**src/rtl/firebird7_in_gate1_tdr_pkg.sv**
```systemverilog
// Shared constants for the gate1 data TDR: chain bit layout, chain length and counter width.
// Chain length depends on FIREBIRD7_TDR_PARITY_EN (adds a parity bit at the MSB).
package firebird7_in_gate1_tdr_pkg;

    localparam int unsigned TDR_WIDTH = 3;

    localparam int unsigned DATA_LSB = 0;
    localparam int unsigned SEL_BIT  = TDR_WIDTH;
    localparam int unsigned STAT_BIT = TDR_WIDTH + 1;
    localparam int unsigned PAR_BIT  = TDR_WIDTH + 2;

    function automatic int unsigned chain_len(input int unsigned width);
`ifdef FIREBIRD7_TDR_PARITY_EN
        return width + 3;
`else
        return width + 2;
`endif
    endfunction

    localparam int unsigned CHAIN_LEN = chain_len(TDR_WIDTH);
    localparam int unsigned CNT_W     = $clog2(CHAIN_LEN + 1) + 1;

endpackage

```
**src/rtl/firebird7_in_gate1_tessent_data_tdr_w3_shift_counter.sv**
```systemverilog
// Saturating shift counter for the gate1 data TDR; clear wins over increment.
module firebird7_in_gate1_tdr_shift_counter #(
    parameter int unsigned W = 4
) (
    input  logic         clk,
    input  logic         rst,
    input  logic         clr,
    input  logic         inc,
    output logic [W-1:0] cnt
);

    always_ff @(posedge clk) begin
        if (rst || clr) begin
            cnt <= '0;
        end else if (inc && (cnt != '1)) begin
            cnt <= cnt + 1'b1;
        end
    end

endmodule

```
**src/rtl/firebird7_in_gate1_tessent_data_tdr_w3.sv**
```systemverilog
// IJTAG data TDR driving the gate1 3-bit data mux select/data and capturing its output.
// Optional parity bit and parity-checked updates enabled by FIREBIRD7_TDR_PARITY_EN.
module firebird7_in_gate1_tessent_data_tdr_w3
    import firebird7_in_gate1_tdr_pkg::*;
#(
    parameter int unsigned WIDTH = TDR_WIDTH
) (
    input  logic             ijtag_tck,
    input  logic             ijtag_reset,
    input  logic             ijtag_sel,
    input  logic             ijtag_ce,
    input  logic             ijtag_se,
    input  logic             ijtag_ue,
    input  logic             ijtag_si,
    output logic             ijtag_so,
    input  logic [WIDTH-1:0] functional_data_in,
    output logic             ijtag_select,
    output logic [WIDTH-1:0] ijtag_data_out,
    output logic             update_err
);

    localparam int unsigned L = chain_len(WIDTH);

    logic [L-1:0]     shift_reg;
    logic [L-1:0]     cap_vec;
    logic [CNT_W-1:0] shift_cnt;
    logic             cnt_clr;
    logic             cnt_inc;
    logic             len_ok;
    logic             par_ok;

    always_comb begin
        cap_vec                      = '0;
        cap_vec[DATA_LSB +: WIDTH]   = functional_data_in;
        cap_vec[SEL_BIT]             = ijtag_select;
        cap_vec[STAT_BIT]            = update_err;
`ifdef FIREBIRD7_TDR_PARITY_EN
        cap_vec[PAR_BIT]             = ^{ijtag_select, functional_data_in};
`endif
    end

    // Counter clears on capture and on any update attempt; only a pure shift increments.
    assign cnt_clr = ijtag_sel & (ijtag_ce | (~ijtag_se & ijtag_ue));
    assign cnt_inc = ijtag_sel & ~ijtag_ce & ijtag_se;

    firebird7_in_gate1_tdr_shift_counter #(
        .W (CNT_W)
    ) u_shift_counter (
        .clk (ijtag_tck),
        .rst (ijtag_reset),
        .clr (cnt_clr),
        .inc (cnt_inc),
        .cnt (shift_cnt)
    );

    assign len_ok = (shift_cnt == CNT_W'(L));
`ifdef FIREBIRD7_TDR_PARITY_EN
    assign par_ok = (shift_reg[PAR_BIT] == ^shift_reg[SEL_BIT:DATA_LSB]);
`else
    assign par_ok = 1'b1;
`endif

    always_ff @(posedge ijtag_tck) begin
        if (ijtag_reset) begin
            shift_reg      <= '0;
            ijtag_select   <= 1'b0;
            ijtag_data_out <= '0;
            update_err     <= 1'b0;
        end else if (ijtag_sel) begin
            if (ijtag_ce) begin
                shift_reg <= cap_vec;
            end else if (ijtag_se) begin
                shift_reg <= {ijtag_si, shift_reg[L-1:1]};
            end else if (ijtag_ue) begin
                if (len_ok && par_ok) begin
                    ijtag_data_out <= shift_reg[DATA_LSB +: WIDTH];
                    ijtag_select   <= shift_reg[SEL_BIT];
                    if (!shift_reg[STAT_BIT]) begin
                        update_err <= 1'b0;
                    end
                end else begin
                    update_err <= 1'b1;
                end
            end
        end
    end

    assign ijtag_so = shift_reg[0];

endmodule

```
**config.mk**
```make
export PLATFORM = sky130hd
export DESIGN_NAME = firebird7_in_gate1_tessent_data_tdr_w3
export DESIGN_NICKNAME = d
export VERILOG_FILES = /design/src/rtl/firebird7_in_gate1_tdr_pkg.sv /design/src/rtl/firebird7_in_gate1_tessent_data_tdr_w3_shift_counter.sv /design/src/rtl/firebird7_in_gate1_tessent_data_tdr_w3.sv
export SDC_FILE = /design/constraint.sdc
export NUM_CORES = 1
export LEC_CHECK = 0
export ABC_AREA = 1
export CORE_MARGIN = 2
export CORE_UTILIZATION = 40
export CTS_CLUSTER_SIZE = 24
export DETAILED_ROUTE_END_ITERATION = 7
export GPL_ROUTABILITY_DRIVEN = 0
export GPL_TIMING_DRIVEN = 0
export HOLD_SLACK_MARGIN = 0.08
export PLACE_DENSITY = 0.65
export REMOVE_ABC_BUFFERS = 1
export SLEW_MARGIN = 20
export SYNTH_ARGS = -nofsm -noshare
export SYNTH_HDL_FRONTEND = slang
export SYNTH_HIERARCHICAL = 1
export SYNTH_SLANG_ARGS = --single-unit
```
**constraint.sdc**
```tcl
create_clock -name ijtag_tck -period 3.2 [get_ports ijtag_tck]
set_input_delay 0.64 -clock ijtag_tck [delete_from_list [all_inputs] [get_ports ijtag_tck]]
set_output_delay 0.64 -clock ijtag_tck [all_outputs]
set_load 0.02 [all_outputs]
```
## After elaboration in Yosys (flattened, before gate mapping)

Cells that the tools add are included.
W data, S select, Z words.

| word-level totals | value |
|---|---|
| register bits after elaboration | 14 |
| input bits | 10 |
| output and inout bits | 6 |
| logic and storage cells | 26 |

| cells by class | value |
|---|---|
| $add $sub $neg | 1 |
| equality and inequality tests | 3 |
| multiplexer cells | 4 |
| bitwise operators | 7 |
| reductions and logical operators | 6 |

Operators by type and width:

| kind | count |
|---|---|
| $mux W5 | 2 |
| $reduce_and A5 Y1 | 2 |
| $add A4 B1 Y4 const B | 1 |
| $and A1 B1 Y1 | 4 |
| $eq A4 B3 Y1 const B | 1 |
| $ne A4 B4 Y1 const B | 1 |
| $mux W1 | 2 |
| $ne A2 B2 Y1 const B | 1 |
| $not A1 Y1 | 2 |
| $reduce_and A2 Y1 | 1 |
| $reduce_bool A2 Y1 | 1 |
| $logic_and A1 B1 Y1 | 1 |
| $logic_or A1 B1 Y1 | 1 |
| $or A1 B1 Y1 | 1 |

## Longest topological paths before layout

| depth | value |
|---|---|
| depth after elaboration | 5 |
| depth in mapped cells | 8 |
| gate-level depth less buffers | 8 |

## Hierarchy

Netlist, hierarchy kept.

By module, submodules not included:

| module | instances | cells each | area an instance (um^2) | seq. area each (um^2) |
|---|---|---|---|---|
| firebird7_in_gate1_tessent_data_tdr_w3 | 1 | 86 | 533.0 | 200.2 |
| firebird7_in_gate1_tdr_shift_counter | 1 | 31 | 219.0 | 80.1 |

## Least setup slack after synthesis

OpenSTA, ideal clock, no wires.

| timing | value |
|---|---|
| kind | input port to flip-flop |
| start point | input port ijtag_se |
| end point | register u_shift_counter.cnt[2] |
| library setup time | 0.117 ns |
| arrival | 1.278 ns |
| required time | 3.083 ns |
| slack | 1.805 ns |
| stages | 6 |
| buffers on the path | 0 |
| cells stage by stage | inv_1 -> nand2_1 -> a21oi_1 -> nor2_8 -> o21ai_0 -> nor2_1 |

| on the way | value |
|---|---|
| longest elaborated chain between the ends | 5 |
| elaborated cells between the ends (all ways) | 7 |
| classes of those cells | 5 x bitwise; 2 x reduce/logical |

RTL lines:

| element | RTL line | text |
|---|---|---|
| start, declared | firebird7_in_gate1_tessent_data_tdr_w3.sv:12 | `input logic ijtag_se,` |
| $not A1 Y1 (no source line) | -- |  |
| $and A1 B1 Y1 | firebird7_in_gate1_tessent_data_tdr_w3.sv:43 | `assign cnt_clr = ijtag_sel & (ijtag_ce \| (~ijtag_se & ijtag_ue));` |
| $or A1 B1 Y1 | firebird7_in_gate1_tessent_data_tdr_w3.sv:43 |  |
| $and A1 B1 Y1 | firebird7_in_gate1_tessent_data_tdr_w3.sv:43 |  |
| named net cnt_clr | firebird7_in_gate1_tessent_data_tdr_w3.sv:27 | `logic cnt_clr;` |
| $logic_or A1 B1 Y1 | firebird7_in_gate1_tessent_data_tdr_w3_shift_counter.sv:13 | `if (rst \|\| clr) begin` |
| end signal, assigned | firebird7_in_gate1_tessent_data_tdr_w3_shift_counter.sv:16 | `cnt <= cnt + 1'b1;` |
| end, declared | firebird7_in_gate1_tessent_data_tdr_w3_shift_counter.sv:9 | `output logic [W-1:0] cnt` |

The timed path passes the listed nets, and every way through them passes these cells.
A chain may end at the register's enable or synchronous reset.

## Worst setup path in the final report

| timing | value |
|---|---|
| start point | input port ijtag_ce |
| end point | register u_shift_counter.cnt[2] |

| on the way | value |
|---|---|
| elaborated cells between the ends (all ways) | 7 |
| classes of those cells | 5 x bitwise; 2 x reduce/logical |

RTL lines:

| element | RTL line | text |
|---|---|---|
| start, declared | firebird7_in_gate1_tessent_data_tdr_w3.sv:11 | `input logic ijtag_ce,` |
| $or A1 B1 Y1 | firebird7_in_gate1_tessent_data_tdr_w3.sv:43 |  |
| $and A1 B1 Y1 | firebird7_in_gate1_tessent_data_tdr_w3.sv:43 |  |
| named net cnt_clr | firebird7_in_gate1_tessent_data_tdr_w3.sv:27 |  |
| $logic_or A1 B1 Y1 | firebird7_in_gate1_tessent_data_tdr_w3_shift_counter.sv:13 |  |

The timed path passes the listed nets, and every way through them passes these cells.

==> results.cfg <==
[run_status]
status = completed

[timing]
fmax_mhz = 514.6
setup_viol = 0
drv_slew = 0
tns_ns = 0
period_share = 0.6072
hold_viol = 0
min_period_ns = 1.943
fin_ws_ns = 1.257
skew_ns = 0.0003408
slew_headroom = 0.7163
tightest_slew_ns = 0.4242
rsz0062_at_grt = no

[cells_and_area]
drive_gt1_frac = 0.08955
layout.nets = 147
area_growth_pct = 25.62
largest_reg_flops = 5
fillers = 193
layoutNonFillerInstCount = 159
antenna_cells = 0
fin_area_sq_um = 944.7

[cts]
hold_buffers = 0
clkLatencyLatePin_ns = 0.27
cts_tree = done
numCtsBuffers = 3
post-cts-setup-buffers = 0
post_cts_resized = 0
cts_buffer_depth = 2
cts-root-buf = clkbuf_4
clk_pin_slew_worst_paths_ns = 0.08
cts.sinks = 14
cts_max_level = 1

[power]
comb_power_share = 0.155
pwr-share-clk = 0.289
p_per_area_nw_per_um2 = 350.9
seqPwrFrac = 0.556
power_leakage_nw = 0.4011
power_switching_w = 0.00008433
irDropWorstVdd_v = 0.0001745
swShare = 0.2544
p_int_w = 0.0002472

[grt]
overflow = 0
grt_pass1_vias = 625
antenna_found_initial = 0
grt_max_degree = 13
grt_pass1_wl_mm = 2.456
grt_use_total = 0.1594

[critical_path]
start_kind = primary input
crit_arrival_ns = 2.11
max_stage_delay_ns = 0.73
crit_path_end_kind = register
cp_cell_sequence = clkdlybuf4s50_1 > inv_1 > a21oi_1 > nor2_8 > o21ai_0 > nor2_1
worst-path-max-fanout = 12
slowest_stage = clkdlybuf4s50_1
crit_type = primary input to register
cp.required_ns = 3.37

[placed_design]
place_inst = 156
io_buffers = 15
dpl-instance-area_sq_um = 922.1
dpl.hpwl_mm = 1.107
pre_cts_slack_ns = 0.9667

[yosys]
syn_area_per_cell_sq_um = 6.427
synth_edf_count = 0
synthTopCellsByCount = nor2_1, nand2_1, inv_1, dfxtp_1, o21ai_0
yosys.area.top_type_share = 0.3727
ys_seq_area_frac = 0.3727
synth_mux_area_frac = 0
synth_top_family_by_area = simple AND/OR/NAND/NOR gates
syn_inst = 117
synthXorXnorAreaFrac = 0
ys.flop_type = dfxtp_1
synth.most_common_cell = nor2_1
yosys.area.top_type = dfxtp_1
synth_area_leaders = dfxtp_1, nor2_1, nand2_1
ys_ff_latch = 14
synth_compound_area_frac = 0.09817
synth_area_sq_um = 752.0
synthAdderAreaFrac = 0.01664
synthSimpleGateAreaFrac = 0.4126
yosys_warnings = 6
ys_async_sr_fraction = 0
synthDistinctLibCells = 18

[floorplan]
rows = 15
dieWidth_um = 47.36
io_pins = 16
dieHeight_um = 47.36
core_region_area_sq_um = 1745
start_util = 0.4308
dieArea_sq_um = 2243

[drt]
antenna_left = 0
num_vias = 714
viasPerCell = 4.491
drt_first_pass_iters = 4
wirelength_mm = 1.444
wl_per_cell_um = 9.082
post-route-drc-count = 0
initialDrtViolationCount = 6

[flow_run]
maxCapViolCount = 0

[min_path]
hold_class = register to register
worst paths after layout:
check             cells after the start  slack [ns]                   start                      to
setup / recovery                      6        1.26                ijtag_ce  u_shift_counter/cnt[2]
hold / removal                        2        0.48       ijtag_data_out[0]       ijtag_data_out[0]
setup reg to reg                      5        2.00  u_shift_counter/cnt[0]       ijtag_data_out[2]
hold reg to reg                       2        0.48       ijtag_data_out[0]       ijtag_data_out[0]
power by group through the flow:
stage / registers, W / clock network (W) / logic (W)
after CTS: 0.000184 / 0.000101 / 0.0000519
after floorplan: 0.000189 / 0 / 0.0000279
after global routing: 0.000185 / 0.000111 / 0.0000581
final: 0.000184 / 0.0000958 / 0.0000515
after detailed placement: 0.000188 / 0 / 0.0000516
after global placement: 0.000188 / 0 / 0.0000511
area by class of cell:
class                           count  area [sq um]  share of cell area
Clock buffer                        3         22.52             0.02384
Sequential cell                    14         280.3              0.2967
Inverter                           17         63.81             0.06755
Tap cell                           25         31.28             0.03311
Multi-Input combinational cell     85         396.6              0.4199
Timing Repair Buffer               15         150.1              0.1589
cells in the final DEF (no fill, tap or decap), types with 2 or more instances in the layout:
master | synthesis | routed
a21oi_1 | 2 | 2
clkbuf_4 | 0 | 3
clkdlybuf4s50_1 | 0 | 15
dfxtp_1 | 14 | 14
inv_1 | 15 | 15
nand2_1 | 22 | 22
nand2_2 | 3 | 3
nand3_1 | 7 | 7
nor2_1 | 33 | 33
nor2_2 | 2 | 2
o21ai_0 | 10 | 10
cells by family after synthesis:
family                   Yosys count
AO/OA/AOI/OAI                     14
adder cells (fa/ha/maj)            1
buffers and inverters             18
flip-flops                        14
AND/OR/NAND/NOR                   70
critical path, delay by kind of cell:
kind	cells	cell delay, ns
and+or+nand+nor	2	0.14
buffers and inverters	2	0.87
AOI/OAI and AO/OA	2	0.47
metal layers:
layer  GRT usage  vias up  share of wire  wire length (um)
met3     0.03077        4          0.047                68
li1            -      394              -                 -
met4      0.1000        0          0.019                28
met2      0.2568       17           0.43               628
met1      0.1927      299           0.50               718
met5           0        -              0                 0
through the flow:
| step | util | total power [W] | hold slack [ns] |
|---|---|---|---|
| 4_1_cts | 0.5412 | 0.0003368 | 0.4897 |
| 6_report | 0.5412 | 0.0003315 | 0.4840 |
| 5_1_grt | 0.5412 | 0.0003541 | 0.5266 |
| 3_3_place_gp | 0.5283 | 0.0002392 | 0.4635 |
| 3_5_place_dp | 0.5283 | 0.0002400 | 0.4724 |
| 2_1_floorplan | - | 0.0002170 | 0.4550 |
No activity file was read; power rests on OpenSTA's default activity.
